$ cat src/rtl/debounce_pkg.sv
// Shared defaults, counter-width helper and per-channel FSM state type
// for the switch debouncer.
package debounce_pkg;

    localparam int N_BITS_DEF        = 4;
    localparam int STABLE_CYCLES_DEF = 50000;

    // Counter must hold values up to STABLE_CYCLES without wrapping.
    function automatic int cnt_w(input int stable_cycles);
        return $clog2(stable_cycles + 1);
    endfunction

    typedef enum logic {
        IDLE    = 1'b0,
        PENDING = 1'b1
    } state_t;

endpackage

$ cat src/rtl/debounce_channel.sv
// One switch bit: 2-flop synchroniser, stability counter, IDLE/PENDING FSM,
// and registered level plus rise/fall strobes.
module debounce_channel
    import debounce_pkg::*;
#(
    parameter int STABLE_CYCLES = STABLE_CYCLES_DEF
) (
    input  logic clk,
    input  logic rst,
    input  logic sw_in,
    output logic sw_out,
    output logic rise,
    output logic fall,
    output logic accept
);

    localparam int               CW   = cnt_w(STABLE_CYCLES);
    localparam logic [CW-1:0]    LAST = CW'(STABLE_CYCLES - 1);

    logic          r_sync1;
    logic          r_sync2;
    logic [CW-1:0] r_cnt;
    state_t        r_state;
    logic          r_out;
    logic          r_rise;
    logic          r_fall;
    logic          w_mismatch;
    logic          w_accept;

    // With STABLE_CYCLES == 1 the first mismatching cycle already completes the count.
    always_comb begin
        w_mismatch = (r_sync2 != r_out);
        w_accept   = 1'b0;
        if (w_mismatch) begin
            if (r_state == IDLE)
                w_accept = (STABLE_CYCLES == 1);
            else
                w_accept = (r_cnt == LAST);
        end
    end

    // NOTE: sequential state uses non-blocking assignments so every flop samples
    // the pre-edge values of the others (the synchroniser chain depends on this).
    always_ff @(posedge clk or posedge rst) begin
        if (rst) begin
            r_sync1 <= 1'b0;
            r_sync2 <= 1'b0;
            r_cnt   <= '0;
            r_state <= IDLE;
            r_out   <= 1'b0;
            r_rise  <= 1'b0;
            r_fall  <= 1'b0;
        end else begin
            r_sync1 <= sw_in;
            r_sync2 <= r_sync1;
            r_rise  <= 1'b0;
            r_fall  <= 1'b0;
            if (w_accept) begin
                r_out   <= r_sync2;
                r_rise  <= r_sync2;
                r_fall  <= ~r_sync2;
                r_cnt   <= '0;
                r_state <= IDLE;
            end else begin
                case (r_state)
                    IDLE: begin
                        if (w_mismatch) begin
                            r_cnt   <= CW'(1);
                            r_state <= PENDING;
                        end
                    end
                    PENDING: begin
                        if (!w_mismatch) begin
                            r_cnt   <= '0;
                            r_state <= IDLE;
                        end else begin
                            r_cnt   <= r_cnt + CW'(1);
                        end
                    end
                    default: begin
                        r_cnt   <= '0;
                        r_state <= IDLE;
                    end
                endcase
            end
        end
    end

    assign sw_out = r_out;
    assign rise   = r_rise;
    assign fall   = r_fall;
    assign accept = w_accept;

endmodule

$ cat src/rtl/switch_debouncer.sv
// N_BITS independent debounce channels; changed is registered from the channels'
// accept strobes so it lines up with rise/fall on the same edge.
module switch_debouncer
    import debounce_pkg::*;
#(
    parameter int N_BITS        = N_BITS_DEF,
    parameter int STABLE_CYCLES = STABLE_CYCLES_DEF
) (
    input  logic              clk,
    input  logic              rst,
    input  logic [N_BITS-1:0] sw_in,
    output logic [N_BITS-1:0] sw_out,
    output logic [N_BITS-1:0] rise,
    output logic [N_BITS-1:0] fall,
    output logic              changed
);

    logic [N_BITS-1:0] w_accept;
    logic              r_changed;

    for (genvar i = 0; i < N_BITS; i++) begin : g_ch
        debounce_channel #(
            .STABLE_CYCLES(STABLE_CYCLES)
        ) u_ch (
            .clk    (clk),
            .rst    (rst),
            .sw_in  (sw_in[i]),
            .sw_out (sw_out[i]),
            .rise   (rise[i]),
            .fall   (fall[i]),
            .accept (w_accept[i])
        );
    end

    always_ff @(posedge clk or posedge rst) begin
        if (rst)
            r_changed <= 1'b0;
        else
            r_changed <= |w_accept;
    end

    assign changed = r_changed;

endmodule

$ cat config.mk
export PLATFORM = sky130hd
export DESIGN_NAME = switch_debouncer
export DESIGN_NICKNAME = d
export VERILOG_FILES = /design/src/rtl/debounce_pkg.sv /design/src/rtl/debounce_channel.sv /design/src/rtl/switch_debouncer.sv
export SDC_FILE = /design/constraint.sdc
export NUM_CORES = 1
export LEC_CHECK = 0
export CORE_ASPECT_RATIO = 1.2
export CORE_MARGIN = 5
export CORE_UTILIZATION = 45
export DETAILED_ROUTE_END_ITERATION = 10
export HOLD_SLACK_MARGIN = 0.15
export PLACE_DENSITY = 0.74
export SETUP_SLACK_MARGIN = 0.4
export SLEW_MARGIN = 20
export SYNTH_ARGS = -nofsm -noshare
export SYNTH_HDL_FRONTEND = slang
export SYNTH_SLANG_ARGS = --single-unit
$ cat constraint.sdc
create_clock -name clk -period 3 [get_ports clk]
set_input_delay 0.6 -clock clk [delete_from_list [all_inputs] [get_ports clk]]
set_output_delay 0.6 -clock clk [all_outputs]
set_load 0.01 [all_outputs]
==> results.md, run 1 <==
* MaxCap Viol Count at 0
* TNS Setup at 0 ps
* Vias post-DR at 3688
* Yosys top cell area share at 0.4914
* DR iter-0 viols at 265
* Reg clk slew, reported paths at 60 ps
* Final period util at 0.8211
* Pwr Density at 509.7 nW/um2
* # IOs at 19
* Vias per inst at 5.948
* Setup ws final at 536.7 ps
* Post-synth EDFFs at 0
* R2R depth at 7
* Placed cell count at 601
* Post-DP HPWL at 6485 um
* GRT Residual Overflow at 0
* Clock Skew at 7.329 ps
* Total track usage at 0.1665
* Synthesized area at 4532 um2
* Global-route wire length before repair at 16390 um
* Hold path startpoint: g_ch[0].u_ch.r_sync1
* CTS sink count at 89
* Fin Hold WS at 352.4 ps
* Diode count at 0
* Top_reg_cell synth: dfrtp_1
* Avg Synthesized Cell Area at 9.561 um2
* RSZ-0062 raised after global routing: false
* Status: finished, final reports clean
* Final Critical Period at 2463 ps
* Top Layer Used: met4
* Reg-to-reg startpoint: g_ch[3].u_ch.r_cnt[0]
* Largest net degree at the start of global routing at 63
* Post-Place Cell Area at 4795 um2
* Post-synthesis sequential area ratio at 0.4914
* Htree depth at 3
* Reg2reg setup slack at 540 ps
* Worst hold path type: reg -> reg
* Syn nets at 484
* Synth-to-Final Area Change at 13.09%
* I/O Buffers at 18
* TritonCTS clock tree: done
* Most frequent cells after synthesis: dfrtp_1 (89), nand2_1 (62), o21ai_0 (39)
* Die height at 119.9 um
* Yosys top cell by area: dfrtp_1
* Highest net fanout along the worst path at 11
* Drt pass-1 iters at 5
* WL/cell at 15.32 um
* Clk Tree Root Cell: clkbuf_16
* Final Util at 0.5146
* Count of non-filler cells in the finished layout at 620
* Count leader, synth: dfrtp_1
* Worst setup EP type: flip-flop
* Fin. Hold Viols at 0
* Max_slew headroom at 0.3255
* Total Power at 2.612 mW
* Mapped Cells at 474
* Worst endpoint required time at 3210 ps
* Layout cells sized above 1 at 0.08704
* Slew @ Worst Pin at 1008 ps
* Worst-Skew Late Latency at 340 ps
* Initial antenna violation count at 0
* Reg2reg end: g_ch[3].u_ch.r_cnt[15]
* Register bit count reported by yosys at 89
* Design Area, Final at 5125 um2
* Cts bufs inserted at 9
* Post-CTS sizing at 0
* Core Rows at 40
* Worst setup SP type: flip-flop
* DRC viols at 0
* Met2 wire length at 4651 um
* Synth cell types at 50
* Syn. warnings at 0
* Vias in the first global route at 3503
* Worst Hold Path EP: g_ch[0].u_ch.r_sync2
* WHS Path Cells at 0
* Slew Viols, Final at 0
* DRT Wirelength at 9498 um
* Place WS at 466.1 ps
* Starting Density at 0.4550
* Routed Antenna Nets at 0
* Nets at 499
* RePlAce Congestion at 0.8886
* Clock buffer depth at 2
* Final setup fails at 0
* Chip Width at 101.6 um
* Leak at 2.148 nW
* Die Area at 12190 um2
* Met3 WL at 461 um
* Crit path DAT at 2670 ps
* Routed met1 length at 4202 um
* CP Class: reg -> reg
* Peak supply drop at 0.3253 mV
* Core box area at 9960 um2
* Synth area leaders: dfrtp_1 (49%), nand2_1 (5.1%), a31oi_1 (4.8%), o21ai_0 (4.3%), nand3_1 (4.1%)
* Max Clk Rate at 406.0 MHz
* Post-synth ARST share at 1.000
where the power goes:
| part | total, mW | internal, mW | leakage (nW) | switching, mW |
|---|---|---|---|---|
| Clock | 1.15 | 0.691 | 0.149 | 0.458 |
| Sequential | 1.30 | 1.24 | 1.20 | 0.0574 |
| Combinational | 0.165 | 0.0616 | 0.798 | 0.103 |
| Total | 2.61 | 1.99 | 2.15 | 0.619 |
what timing repair did:
action | in CTS | in global routing
hold buffers | 0 | 0
setup buffers | 0 | 3
hold endpoints to repair | 0 | 0
setup endpoints to repair | 0 | 9
cell type report:
class / instances / area, um2
fill: 845 / 4835
sequential: 89 / 2227
multi-input combinational: 355 / 2142
timing repair buffer: 27 / 260.3
clock buffer: 12 / 256.5
tap: 126 / 157.7
clock inverter: 4 / 51.30
inverter: 7 / 30.03
cells in the final DEF (no fill, tap or decap), types with 6 or more instances in the layout:
cell type | Yosys | routed
nand2_1 | 62 | 62
and2_1 | 6 | 6
xnor2_1 | 6 | 6
or2_2 | 6 | 6
nor3_1 | 7 | 7
inv_1 | 7 | 6
a31oi_1 | 35 | 35
clkbuf_16 | 0 | 9
dfrtp_1 | 89 | 89
nor2_1 | 25 | 25
nand3_1 | 37 | 37
o21ai_0 | 39 | 39
or3_1 | 8 | 8
and4_1 | 8 | 8
and3_1 | 14 | 14
a21oi_1 | 18 | 18
nand4_1 | 9 | 9
a22o_1 | 8 | 8
nor3b_1 | 6 | 6
buf_4 | 12 | 8
xor2_1 | 6 | 6
clkdlybuf4s50_1 | 0 | 18
routing by layer:
layer	up-vias	track usage
met3	14	0.03895
met2	114	0.2619
met4	0	0.07232
met5	-	0
li1	1783	-
met1	1777	0.2174
cell families after synthesis:
family	Yosys count	synth area share
and+or+nand+nor	214	0.2642
AOI/OAI and AO/OA	119	0.1601
DFF	89	0.4914
buffers and inverters	30	0.03589
xor gates and xnor gates	12	0.02319
muxes	6	0.01408
adders and majority gates	4	0.01104
state kept, by name (all words and copies together), names as in the netlist:
| register | cells |
|---|---|
| g_ch.u_ch.r_state | 4 |
| g_ch.u_ch.rise | 4 |
| g_ch.u_ch.sw_out | 4 |
| changed | 1 |
| g_ch.u_ch.r_sync2 | 4 |
| g_ch.u_ch.r_cnt | 64 |
| g_ch.u_ch.r_sync1 | 4 |
| g_ch.u_ch.fall | 4 |
worst max-delay path, stage by stage, from the launching register on:
cell,delay [ps]
dfrtp_1,410
ha_1,240
or4b_2,640
nor4_4,340
nor2_1,240
buf_4,240
a21oi_1,140
mux2i_1,90
how the worst max path moves through the flow:
stage / slack (ps) / cells after the start / to / start
detailed placement: 470 / 7 / g_ch[3].u_ch.r_cnt[15] / g_ch[3].u_ch.r_cnt[0]
floorplan: 790 / 7 / g_ch[3].u_ch.r_cnt[13] / g_ch[3].u_ch.r_cnt[0]
finish: 540 / 7 / g_ch[3].u_ch.r_cnt[15] / g_ch[3].u_ch.r_cnt[0]
global route: 410 / 7 / g_ch[3].u_ch.r_cnt[15] / g_ch[3].u_ch.r_cnt[0]
global placement: 550 / 6 / g_ch[3].u_ch.r_cnt[1] / g_ch[3].u_ch.r_cnt[0]
CTS: 430 / 7 / g_ch[3].u_ch.r_cnt[15] / g_ch[3].u_ch.r_cnt[0]
(Power assumes the default switching activity.)
==> run 2: changes to the inputs <==
- PLACE_DENSITY: 0.74 -> 0.72
- clock period: 3 -> 2.6 ns (I/O delays scaled with it)
==> run 2 against run 1 <==
  * Fmax rose by 16%
  * Highest routed layer unchanged
  * Critical path type unchanged
  * Largest cell class unchanged
  * Power increased by 21%
  * Combinational power up 27%
  * Cell count is 0.97% higher
==> results.md, run 2 (synthesis gave the netlist of run 1 again) <==
* Combinational share of power at 0.066 (was 0.063)
* Final Critical Period at 2117 ps (was 2463 ps)
* Peak supply drop at 0.3503 mV (was 0.3253 mV)
* Core box area at 9960 um2 (unchanged)
* Worst hold path type: reg -> reg (unchanged)
* Vias per inst at 5.941 (was 5.948)
* Final period util at 0.8144 (was 0.8211)
* Initial antenna violation count at 0 (unchanged)
* Clock Skew at 8.147 ps (was 7.329 ps)
* Layout cells sized above 1 at 0.1080 (was 0.08704)
* Die height at 119.9 um (unchanged)
* Synth-to-Final Area Change at 15.71% (was 13.09%)
* Cts bufs inserted at 9 (unchanged)
* Slew @ Worst Pin at 659.6 ps (was 1008 ps)
* Starting Density at 0.4550 (unchanged)
* GRT Residual Overflow at 0 (unchanged)
* Htree depth at 3 (unchanged)
* Fin Hold WS at 346.7 ps (was 352.4 ps)
* Slew Viols, Final at 0 (unchanged)
* Sequential power share at 0.475 (was 0.497)
* WL/cell at 15.49 um (was 15.32 um)
* Die Area at 12190 um2 (unchanged)
* Chip Width at 101.6 um (unchanged)
* Pwr Density at 600.3 nW/um2 (was 509.7 nW/um2)
* Drt pass-1 iters at 5 (unchanged)
* Count of non-filler cells in the finished layout at 626 (was 620)
* Fin. Hold Viols at 0 (unchanged)
* P_int at 2.436 mW (was 1.993 mW)
* Total Power at 3.148 mW (was 2.612 mW)
* Worst endpoint required time at 2820 ps (was 3210 ps)
* Final Util at 0.5265 (was 0.5146)
* Largest register FFs at 64 (unchanged)
* Leak at 2.205 nW (was 2.148 nW)
* CTS sink count at 89 (unchanged)
* Total track usage at 0.1671 (was 0.1665)
* Clock buffer depth at 2 (unchanged)
* Largest net degree at the start of global routing at 33 (was 63)
* Crit path DAT at 2330 ps (was 2670 ps)
* Worst setup EP type: flip-flop (unchanged)
* Nets at 505 (was 499)
* Highest net fanout along the worst path at 19 (was 11)
* DR iter-0 viols at 237 (was 265)
* Worst-Skew Late Latency at 340 ps (about the same)
* Reg2reg setup slack at 480 ps (was 540 ps)
* Reg with most FFs: g_ch.u_ch.r_cnt (unchanged)
* P_sw at 0.7118 mW (was 0.6191 mW)
* Clock network fraction of total power at 0.459 (was 0.440)
* Reg clk slew, reported paths at 60 ps (about the same)
* Vias post-DR at 3719 (was 3688)
* Status: finished, final reports clean (unchanged)
* I/O Buffers at 18 (unchanged)
* Sequential Area at 2227 um2 (unchanged)
* Final setup fails at 0 (unchanged)
* Most frequent cells in the layout: dfrtp_1 (89), nand2_1 (62), o21ai_0 (39) (unchanged)
* Post-DP HPWL at 6520 um (was 6485 um)
* CP Class: reg -> reg (unchanged)
* Core Rows at 40 (unchanged)
* DRC viols at 0 (unchanged)
* Fill count at 884 (was 845)
* RSZ-0062 raised after global routing: false (unchanged)
* DRT Wirelength at 9696 um (was 9498 um)
* # IOs at 19 (unchanged)
* Max Clk Rate at 472.3 MHz (was 406.0 MHz)
* Max_slew headroom at 0.5587 (was 0.3255)
* TritonCTS clock tree: done (unchanged)
* Vias in the first global route at 3549 (was 3503)
* Sw frac at 0.2261 (was 0.2370)
* Worst setup SP type: flip-flop (unchanged)
* RePlAce Congestion at 0.8408 (was 0.8886)
* Commonest non-fill, non-tap cell in the layout: dfrtp_1 (unchanged)
* Clk Tree Root Cell: clkbuf_16 (unchanged)
* Area of the multi-input gates at 2171 um2 (was 2142 um2)
* MaxCap Viol Count at 0 (unchanged)
* Global-route wire length before repair at 16700 um (was 16390 um)
* TNS Setup at 0 ps (unchanged)
* Routed Antenna Nets at 0 (unchanged)
* Placed cell count at 606 (was 601)
* Diode count at 0 (unchanged)
## run 2: what timing repair did
action / 4_1_cts / 5_1_grt
endpoints found under the hold margin: 0 / 0
setup buffers: 1 / 3
resized for setup: 4 / 3
hold buffers: 0 / 0
pin swaps: 0 / 1
endpoints found under the setup margin: 17 / 16
## run 2: worst paths after layout
| path | startpoint | to | cells after the start |
|---|---|---|---|
| min in group asynchronous | rst | g_ch[0].u_ch.r_cnt[0] | 2 |
| setup reg to reg | g_ch[2].u_ch.r_cnt[7] | g_ch[2].u_ch.r_cnt[15] | 5 |
| hold reg to reg | g_ch[3].u_ch.r_sync1 | g_ch[3].u_ch.r_sync2 | 0 |
| hold / removal | g_ch[3].u_ch.r_sync1 | g_ch[3].u_ch.r_sync2 | 0 |
| setup / recovery | g_ch[2].u_ch.r_cnt[7] | g_ch[2].u_ch.r_cnt[15] | 5 |
| max in group asynchronous | rst | g_ch[3].u_ch.r_state | 3 |
## run 2: through the flow
stage | worst slack (ps) | cell area [um2]
2_1_floorplan | 437.2 | 4536
3_3_place_gp | 303.2 | 4845
3_5_place_dp | 201.9 | 4845
4_1_cts | 407.3 | 5202
5_1_grt | 404.3 | 5244
6_report | 482.6 | 5244
## run 2: layout make-up
| class | instances | share of cell area |
|---|---|---|
| multi-input combinational | 355 | 0.4140 |
| clock buffer | 12 | 0.05082 |
| timing repair buffer | 33 | 0.06061 |
| tap | 126 | 0.03006 |
| sequential | 89 | 0.4247 |
| inverter | 7 | 0.005727 |
| clock inverter | 4 | 0.01408 |
## run 2: critical path, cell delays in order (launching register included)
cell	delay [ps]
dfrtp_1	440
or4b_4	580
nor4_4	360
nor2_4	160
and3_1	190
a221o_1	260
## run 2: layer usage
| layer | global-route usage | vias to the layer above | routed length (um) |
|---|---|---|---|
| met2 | 0.2651 | 119 | 4692 |
| met4 | 0.05486 | 0 | 152 |
| li1 | - | 1788 | - |
| met5 | 0 | - | 0 |
| met3 | 0.03198 | 13 | 467 |
| met1 | 0.2286 | 1799 | 4384 |
## run 2: power by group through the flow
stage | clock network, mW | registers [mW] | logic, mW
after floorplan | 0 | 1.50 | 0.141
after global placement | 0 | 1.52 | 0.188
after detailed placement | 0 | 1.52 | 0.197
after CTS | 1.48 | 1.49 | 0.203
after global routing | 1.54 | 1.50 | 0.240
final | 1.44 | 1.50 | 0.209
